--- src/rtl/scoreboard_pkg.sv ---
// Shared definitions for the register hazard scoreboard.
//   DEFAULT_LAT_W : default latency-counter width (max issue latency 2**W - 1)
//   LAT_ALU/LAT_LOAD/LAT_FPU : issue latencies of the execution units
//   rw(nreg)      : register-index width for a file of nreg registers
package scoreboard_pkg;

  localparam int unsigned DEFAULT_LAT_W = 3;

  localparam int unsigned LAT_ALU  = 1;
  localparam int unsigned LAT_LOAD = 2;
  localparam int unsigned LAT_FPU  = 4;

  function automatic int unsigned rw(input int unsigned nreg);
    return (nreg > 1) ? $clog2(nreg) : 1;
  endfunction

endpackage

--- src/rtl/scoreboard_entry.sv ---
// One scoreboard counter: cycles until the register's pending result is forwardable.
//   clk, rstn : clock, synchronous active-low reset
//   load      : start tracking a new write; load_val is loaded as-is (no decrement)
//   load_val  : effective latency minus one
//   cnt       : current counter value
//   busy      : counter is non-zero
module scoreboard_entry
  import scoreboard_pkg::*;
#(
  parameter int unsigned LAT_W = DEFAULT_LAT_W
) (
  input  logic             clk,
  input  logic             rstn,
  input  logic             load,
  input  logic [LAT_W-1:0] load_val,
  output logic [LAT_W-1:0] cnt,
  output logic             busy
);

  logic [LAT_W-1:0] cnt_q, cnt_d;

  // A new issue overrides the running countdown; otherwise count down to 0 and hold.
  always_comb begin
    cnt_d = cnt_q;
    if (load) begin
      cnt_d = load_val;
    end else if (cnt_q != '0) begin
      cnt_d = cnt_q - LAT_W'(1);
    end
  end

  always_ff @(posedge clk) begin
    if (!rstn) begin
      cnt_q <= '0;
    end else begin
      cnt_q <= cnt_d;
    end
  end

  assign cnt  = cnt_q;
  assign busy = (cnt_q != '0);

endmodule

--- src/rtl/hazard_scoreboard.sv ---
// Per-register latency scoreboard deciding whether the instruction in ID may issue.
//   clk, rstn         : clock, synchronous active-low reset
//   issue_valid       : instruction in ID requests issue
//   issue_rs1/rs2     : source indices, qualified by issue_use_rs1/rs2
//   issue_regwrite/rd : destination write enable and index
//   issue_lat         : cycles until the result is forwardable (0 behaves as 1)
//   flush             : kill the instruction in ID this cycle
//   stall             : combinational, issue must be held this cycle
//   busy              : per-register pending flag
//   inflight          : number of pending registers
module hazard_scoreboard
  import scoreboard_pkg::*;
#(
  parameter int unsigned NREG     = 32,
  parameter int unsigned LAT_W    = DEFAULT_LAT_W,
  parameter bit          ZERO_REG = 1'b1,
  localparam int unsigned RW      = rw(NREG),
  localparam int unsigned CW      = $clog2(NREG + 1)
) (
  input  logic             clk,
  input  logic             rstn,
  input  logic             issue_valid,
  input  logic [RW-1:0]    issue_rs1,
  input  logic [RW-1:0]    issue_rs2,
  input  logic             issue_use_rs1,
  input  logic             issue_use_rs2,
  input  logic             issue_regwrite,
  input  logic [RW-1:0]    issue_rd,
  input  logic [LAT_W-1:0] issue_lat,
  input  logic             flush,
  output logic             stall,
  output logic [NREG-1:0]  busy,
  output logic [CW-1:0]    inflight
);

  logic [LAT_W-1:0] cnt [NREG];
  logic [NREG-1:0]  load;
  logic [LAT_W-1:0] eff_m1;
  logic             raw1, raw2, waw, accept;

  // eff_lat - 1, with a requested latency of 0 treated as 1.
  always_comb begin
    eff_m1 = '0;
    if (issue_lat != '0) begin
      eff_m1 = issue_lat - LAT_W'(1);
    end
  end

  // The issuing instruction's own rd is never compared against its sources.
  // A hard-wired zero register is never loaded, so its counter is always 0 and
  // it cannot contribute to any of these terms.
  always_comb begin
    raw1   = issue_use_rs1 && (cnt[issue_rs1] != '0);
    raw2   = issue_use_rs2 && (cnt[issue_rs2] != '0);
    // Younger write must not complete before an older write to the same register.
    waw    = issue_regwrite && (cnt[issue_rd] > eff_m1);
    stall  = issue_valid && (raw1 || raw2 || waw);
    accept = issue_valid && !stall && !flush;
  end

  for (genvar i = 0; i < NREG; i++) begin : g_entry
    localparam bit Tied = ZERO_REG && (i == 0);

    assign load[i] = !Tied && accept && issue_regwrite && (issue_rd == RW'(i));

    scoreboard_entry #(
      .LAT_W(LAT_W)
    ) u_entry (
      .clk     (clk),
      .rstn    (rstn),
      .load    (load[i]),
      .load_val(eff_m1),
      .cnt     (cnt[i]),
      .busy    (busy[i])
    );
  end

  always_comb begin
    inflight = '0;
    for (int i = 0; i < NREG; i++) begin
      inflight = inflight + CW'(busy[i]);
    end
  end

endmodule

--- config.mk ---
export PLATFORM = sky130hd
export DESIGN_NAME = hazard_scoreboard
export DESIGN_NICKNAME = d
export VERILOG_FILES = /design/src/rtl/scoreboard_pkg.sv /design/src/rtl/scoreboard_entry.sv /design/src/rtl/hazard_scoreboard.sv
export SDC_FILE = /design/constraint.sdc
export NUM_CORES = 1
export LEC_CHECK = 0
export CAP_MARGIN = 10
export CORE_ASPECT_RATIO = 0.9
export CORE_MARGIN = 4
export CORE_UTILIZATION = 45
export DETAILED_ROUTE_END_ITERATION = 6
export PLACE_DENSITY = 0.75
export SLEW_MARGIN = 5
export SYNTH_ARGS = -nofsm -noshare
export SYNTH_HDL_FRONTEND = slang
export SYNTH_HIERARCHICAL = 1
export SYNTH_SLANG_ARGS = --single-unit
--- constraint.sdc ---
create_clock -name clk -period 6.75 [get_ports clk]
set_clock_uncertainty 0.15 [all_clocks]
set_input_delay 0.675 -clock clk [delete_from_list [all_inputs] [get_ports clk]]
set_output_delay 0.675 -clock clk [all_outputs]
set_load 0.02 [all_outputs]
==> reports/qor.yml, run 1 <==
synth:
  syn_inst: 1010
  synth_seq_area_share_pct: 20.55
  synth-edff-count: 0
  syn_area_mm2: 0.009353
  synth-seq-cells: 96
  avgSynthCellArea_um2: 9.260
  synth_flop_cell: "dfxtp_1"
  synth_cell_types: 56
  synth_async_sr_flop_share_pct: 0
  yosys_warnings: 6
drt:
  avgRoutedWirePerCell_um: 20.03
  drcViolationCount: 0
  drtPass1Iterations: 5
  drt_iter0_drc: 874
  via_per_inst: 6.112
  num_vias: 8325
  routed_wl_um: 27280
  postRouteAntennaNets: 0
floorplan:
  die_w_um: 160.0
  die_y_um: 144.8
  dieArea_mm2: 0.02316
  fp-row-count: 49
  initial_core_util_pct: 46.23
  core-area_mm2: 0.02023
  ios: 64
finish:
  diodes: 0
  area_growth_pct: 16.17
  num-fill-cells: 1845
  nNetsFinal: 1226
  layout-drive-gt1-share_pct: 15.54
  layout_common_cells: "inv_1 (146), nor2b_1 (104), dfxtp_1 (94)"
  multi_input_area_mm2: 0.006889
  layout.area.seq_mm2: 0.001924
  largest_register_ffs: 96
  layout_commonest_cell: "inv_1"
cts:
  cts.clk_slew.worst_paths_ns: 0.07
  ctsHoldBuffers: 0
  insertion_delay_ns: 0.36
  cts_buffer_depth: 2
  cts.htree.levels: 3
  tritoncts: "built"
  cts-root-buf: "clkbuf_16"
  clock_sinks: 96
  cts_buffers: 9
timing:
  fin_crit_sh_pct: 96.33
  fin_crit_ns: 6.502
  worst_pin_slew_ns: 0.9799
  max_freq_ghz: 0.1538
  finalMaxSlewViolations: 0
  setup_tns_ns: 0
  max_slew_margin_pct: 34.67
  final-setup-viol-count: 0
  hold_viol: 0
  grt_setup_unrepaired: "false"
placement:
  gp_congestion: 0.9891
  hpwlAfterDp_um: 20490
  portBuffers: 63
setup_path:
  critPathRequiredTime_ns: 5.92
  crit_type: "flip-flop to output pin"
  worstSetupEndpointType: "output pin"
  arrival_ns: 5.68
  path_max_fanout: 5
  startpoint_type: "flip-flop"
flow_run:
  max_cap_viol_count: 0
global_routing:
  grtUsageTotal_pct: 23.57
  overflow: 0
  grt_pass1_vias: 8000
  grt_pass1_wl_um: 43090
  antenna_found_initial: 0
  grt_max_degree: 65
status:
  outcome: "completed"
hold_path:
  hp-class: "flip-flop to flip-flop"
## final cells by class
class | instances | share of cell area [%]
clock inverter | 5 | 0.7255
sequential | 96 | 17.71
multi-input combinational | 753 | 63.40
clock buffer | 11 | 2.326
inverter | 150 | 5.182
timing repair buffer | 92 | 7.715
tap | 255 | 2.936
## metal layers
metal / part of all wire (%) / GRT usage [%] / up-vias
met5: 0 / 0 / -
li1: - / - / 3898
met2: 43 / 36.45 / 348
met1: 45 / 32.36 / 4011
met4: 2.8 / 8.013 / 0
met3: 9.6 / 6.061 / 68
## path summary, 6_finish.rpt
check                                                             start                                      end  slack, ns  depth (start not counted)
worst min-delay path             g_entry[7].u_entry/cnt[2]$_SDFFE_PN0P_   g_entry[7].u_entry/cnt[0]$_SDFFE_PN0P_       0.45                          2
worst max-delay path            g_entry[27].u_entry/cnt[1]$_SDFFE_PN0P_                              inflight[4]       0.25                         17
worst min register to register   g_entry[7].u_entry/cnt[2]$_SDFFE_PN0P_   g_entry[7].u_entry/cnt[0]$_SDFFE_PN0P_       0.45                          2
worst max register to register   g_entry[7].u_entry/cnt[1]$_SDFFE_PN0P_  g_entry[18].u_entry/cnt[1]$_SDFFE_PN0P_       1.81                         13
## cell usage after synthesis, types with 2 or more instances
| cell type | instances | area, um2 |
|---|---|---|
| nor2b_2 | 64 | 560.5 |
| inv_2 | 3 | 11.26 |
| clkbuf_1 | 9 | 33.78 |
| a211oi_1 | 6 | 45.04 |
| buf_1 | 3 | 11.26 |
| a22oi_1 | 2 | 15.01 |
| o21ai_0 | 6 | 30.03 |
| or3_1 | 2 | 12.51 |
| nand2_1 | 14 | 52.55 |
| xnor2_1 | 2 | 17.52 |
| nor4b_1 | 69 | 604.3 |
| a2111oi_1 | 64 | 640.6 |
| o2111a_1 | 2 | 22.52 |
| fa_1 | 24 | 480.5 |
| nor2_1 | 14 | 52.55 |
| nand3_1 | 8 | 40.04 |
| buf_2 | 6 | 30.03 |
| a21oi_1 | 7 | 35.03 |
| dfxtp_1 | 96 | 1922 |
| nor2b_1 | 104 | 650.6 |
| a2111oi_0 | 4 | 35.03 |
| nand2b_1 | 36 | 225.2 |
| o41ai_1 | 2 | 17.52 |
| or2b_1 | 32 | 240.2 |
| nor3_1 | 60 | 300.3 |
| mux2_2 | 2 | 22.52 |
| mux2i_1 | 3 | 30.03 |
| nor4_1 | 14 | 87.58 |
| o311a_1 | 32 | 320.3 |
| inv_1 | 147 | 551.8 |
| a21o_1 | 2 | 15.01 |
| o21a_1 | 2 | 15.01 |
| mux4_2 | 33 | 743.2 |
| ha_1 | 75 | 938.4 |
| o2111ai_2 | 4 | 60.06 |
| nor3b_1 | 35 | 262.8 |
| o211ai_1 | 2 | 15.01 |
| o31ai_1 | 2 | 15.01 |
## logic make-up after synthesis
logic type               Yosys count  share of synthesized area (%)
multiplexers                      38                          8.508
other                              1                        0.04010
AND/OR/NAND/NOR                  456                          33.49
AO/OA/AOI/OAI                    149                          15.14
flip-flops                        96                          20.55
buffers and inverters            168                          6.823
XOR/XNOR                           3                         0.2810
adder cells (fa/ha/maj)           99                          15.17
## per-stage QoR
step           instance area, um2  hold WS (ns)  utilization [%]  setup slack, ns  std cells
2_1_floorplan                9379        0.4490                -           0.5836       1017
3_3_place_gp                10470        0.4845            51.74           0.2110       1346
3_5_place_dp                10470        0.4896            51.74          0.07837       1346
4_1_cts                     10800        0.5027            53.38         0.007262       1362
5_1_grt                     10870        0.4996            53.70          0.04087       1362
6_report                    10870        0.4523            53.70           0.2479       1362
## timing repair
item                       4_1_cts  5_1_grt
buffers inserted                 0        0
setup endpoints to repair        3        4
pin swaps                        0        4
resized for setup                6       17
## critical path, cell delays in order (launching register included)
cell and delay (ns):
dfxtp_1 0.39, inv_1 0.09, ha_1 0.22, nand2b_1 0.17, inv_1 0.09, fa_1 0.52, fa_1 0.43, fa_1 0.49
fa_1 0.55, fa_1 0.55, fa_1 0.42, fa_1 0.42, fa_2 0.37, inv_1 0.06, a21o_1 0.10, a21oi_1 0.08
xnor2_1 0.19, buf_4 0.17
Power of run 1 is left out: the tool's default activity adds up to more than one toggle a clock period on the data nets, which glitch-free logic cannot reach.
==> run 2: changes to the inputs <==
Settings changed: ABC_CLOCK_PERIOD_IN_PS from default to 6750, MAX_ROUTING_LAYER from default to met4.
==> run 2 against run 1 <==
  * Sequential share of layout area about the same
  * First-iteration DRC count grew 3.1%
  * Critical path depth unchanged
  * Critical path type unchanged
  * Largest cell class unchanged
==> reports/qor.yml, run 2 (synthesis gave the netlist of run 1 again) <==
finish:
  layout_commonest_cell: "inv_1"
  diodes: 0  # unchanged
  area_growth_pct: 16.25  # about the same
  layout_common_cells: "inv_1 (146), nor2b_1 (104), dfxtp_1 (94)"
  largest_register_ffs: 96  # unchanged
  nNetsFinal: 1228  # +0.16%
  layout-drive-gt1-share_pct: 15.60  # +0.062 points
floorplan:
  core-area_mm2: 0.02023  # unchanged
  fp-row-count: 49  # unchanged
  die_w_um: 160.0  # unchanged
  die_y_um: 144.8  # unchanged
  dieArea_mm2: 0.02316  # unchanged
  ios: 64  # unchanged
  initial_core_util_pct: 46.23  # unchanged
timing:
  setup_tns_ns: 0  # unchanged
  max_freq_ghz: 0.1537  # about the same
  finalMaxSlewViolations: 0  # unchanged
  hold_viol: 0  # unchanged
  max_slew_margin_pct: 34.37  # -0.31 points
  grt_setup_unrepaired: "false"
  worst_pin_slew_ns: 0.9814  # +0.001501 ns
  final-setup-viol-count: 0  # unchanged
  fin_crit_ns: 6.506  # +0.003572 ns
  fin_crit_sh_pct: 96.38  # about the same
setup_path:
  startpoint_type: "flip-flop"
  cp_top_family: "adder cells"
  slowest_delay_ns: 0.60  # +0.05 ns
  path_max_fanout: 6  # +1
  crit_top_cell: "fa_1"
  worstSetupEndpointType: "output pin"
  cp_slowest_cell: "fa_1"
  crit_type: "flip-flop to output pin"
  critPathRequiredTime_ns: 5.92  # about the same
  crit_buf_inv: 4  # unchanged
  arrival_ns: 5.68  # about the same
  path_cells: "inv_1, ha_2, nand2b_4, fa_1, inv_1, fa_1, fa_1, fa_1, fa_1, fa_1, fa_1, fa_2, inv_1, a21o_1, a21oi_1, xnor2_1, buf_4"
status:
  outcome: "completed"
cts:
  cts_buffer_depth: 2  # unchanged
  insertion_delay_ns: 0.37  # about the same
  cts_buffers: 9  # unchanged
  cts.clk_slew.worst_paths_ns: 0.07  # about the same
  cts-root-buf: "clkbuf_16"
  cts.htree.levels: 3  # unchanged
  clock_sinks: 96  # unchanged
  tritoncts: "built"
  ctsHoldBuffers: 0  # unchanged
global_routing:
  overflow: 0  # unchanged
  grt_max_degree: 65  # unchanged
  grt_pass1_vias: 7985  # -0.19%
  antenna_found_initial: 0  # unchanged
  grt_pass1_wl_um: 43140  # +0.11%
  grtUsageTotal_pct: 24.31  # +0.74 points
drt:
  drt_iter0_drc: 901  # +3.1%
  drtPass1Iterations: 5  # unchanged
  num_vias: 8341  # +0.19%
  drcViolationCount: 0  # unchanged
  postRouteAntennaNets: 0  # unchanged
  routed_wl_um: 27250  # about the same
  avgRoutedWirePerCell_um: 19.98  # -0.25%
  via_per_inst: 6.115  # about the same
placement:
  hpwlAfterDp_um: 20490  # unchanged
  gp_congestion: 1.008  # +1.9%
  portBuffers: 63  # unchanged
hold_path:
  hp-class: "flip-flop to flip-flop"
flow_run:
  max_cap_viol_count: 0  # unchanged
## run 2: cell count changes in the layout (fill, tap and decap cells not counted), sizes merged
cell	change
buf	+2
## run 2: stage by stage
step / area, um2 / util (%) / cells / hold slack (ns) / setup WS, ns
6_report: 10870 / 53.74 / 1364 / 0.4528 / 0.2443
5_1_grt: 10870 / 53.74 / 1364 / 0.4996 / 0.04397
4_1_cts: 10800 / 53.38 / 1362 / 0.5027 / 0.007262
3_5_place_dp: 10470 / 51.74 / 1346 / 0.4896 / 0.07837
3_3_place_gp: 10470 / 51.74 / 1346 / 0.4845 / 0.2110
2_1_floorplan: 9379 / - / 1017 / 0.4490 / 0.5836
## run 2: worst paths after layout
kind,start,endpoint,slack (ns),cells after the start
worst min-delay path,g_entry[7].u_entry/cnt[2]$_SDFFE_PN0P_,g_entry[7].u_entry/cnt[0]$_SDFFE_PN0P_,0.45,2
worst max-delay path,g_entry[21].u_entry/cnt[0]$_SDFFE_PN0P_,inflight[4],0.24,17
worst min register to register,g_entry[7].u_entry/cnt[2]$_SDFFE_PN0P_,g_entry[7].u_entry/cnt[0]$_SDFFE_PN0P_,0.45,2
worst max register to register,g_entry[7].u_entry/cnt[1]$_SDFFE_PN0P_,g_entry[21].u_entry/cnt[1]$_SDFFE_PN0P_,1.86,13
## run 2: cell type report
class	instances	area (um2)
flip-flops and latches	96	1924
multi-input cells	753	6882
clock inverters	5	78.83
inverters	150	563.0
clock buffers	11	252.7
repair buffers	94	853.3
fillers	1844	9359
well taps	255	319.1
## run 2: metal layers
metal	vias to the layer above	routed length, um	track usage (%)
met5	-	0	-
met4	0	710	7.922
met3	67	2451	5.919
met2	352	11660	36.37
met1	4017	12430	32.63
li1	3905	-	-
## run 2: timing repair
item,in CTS,in global routing
endpoints found under the setup margin,3,4
setup buffers,0,2
pin swaps,0,4
gates resized for setup,6,16
## run 2: worst register-to-register path, stage by stage, from the launching register on
cell       delay (ns)
dfxtp_1          0.31
buf_4            0.14
mux4_2           0.46
mux4_2           0.49
mux2_2           0.30
ha_1             0.29
nor2b_1          0.13
o21a_1           0.16
o211ai_1         0.29
nand3b_1         0.37
buf_4            0.35
nor3_1           0.72
nor2b_1          0.12
a2111oi_1        0.47
Power of run 2 is left out for the same reason.
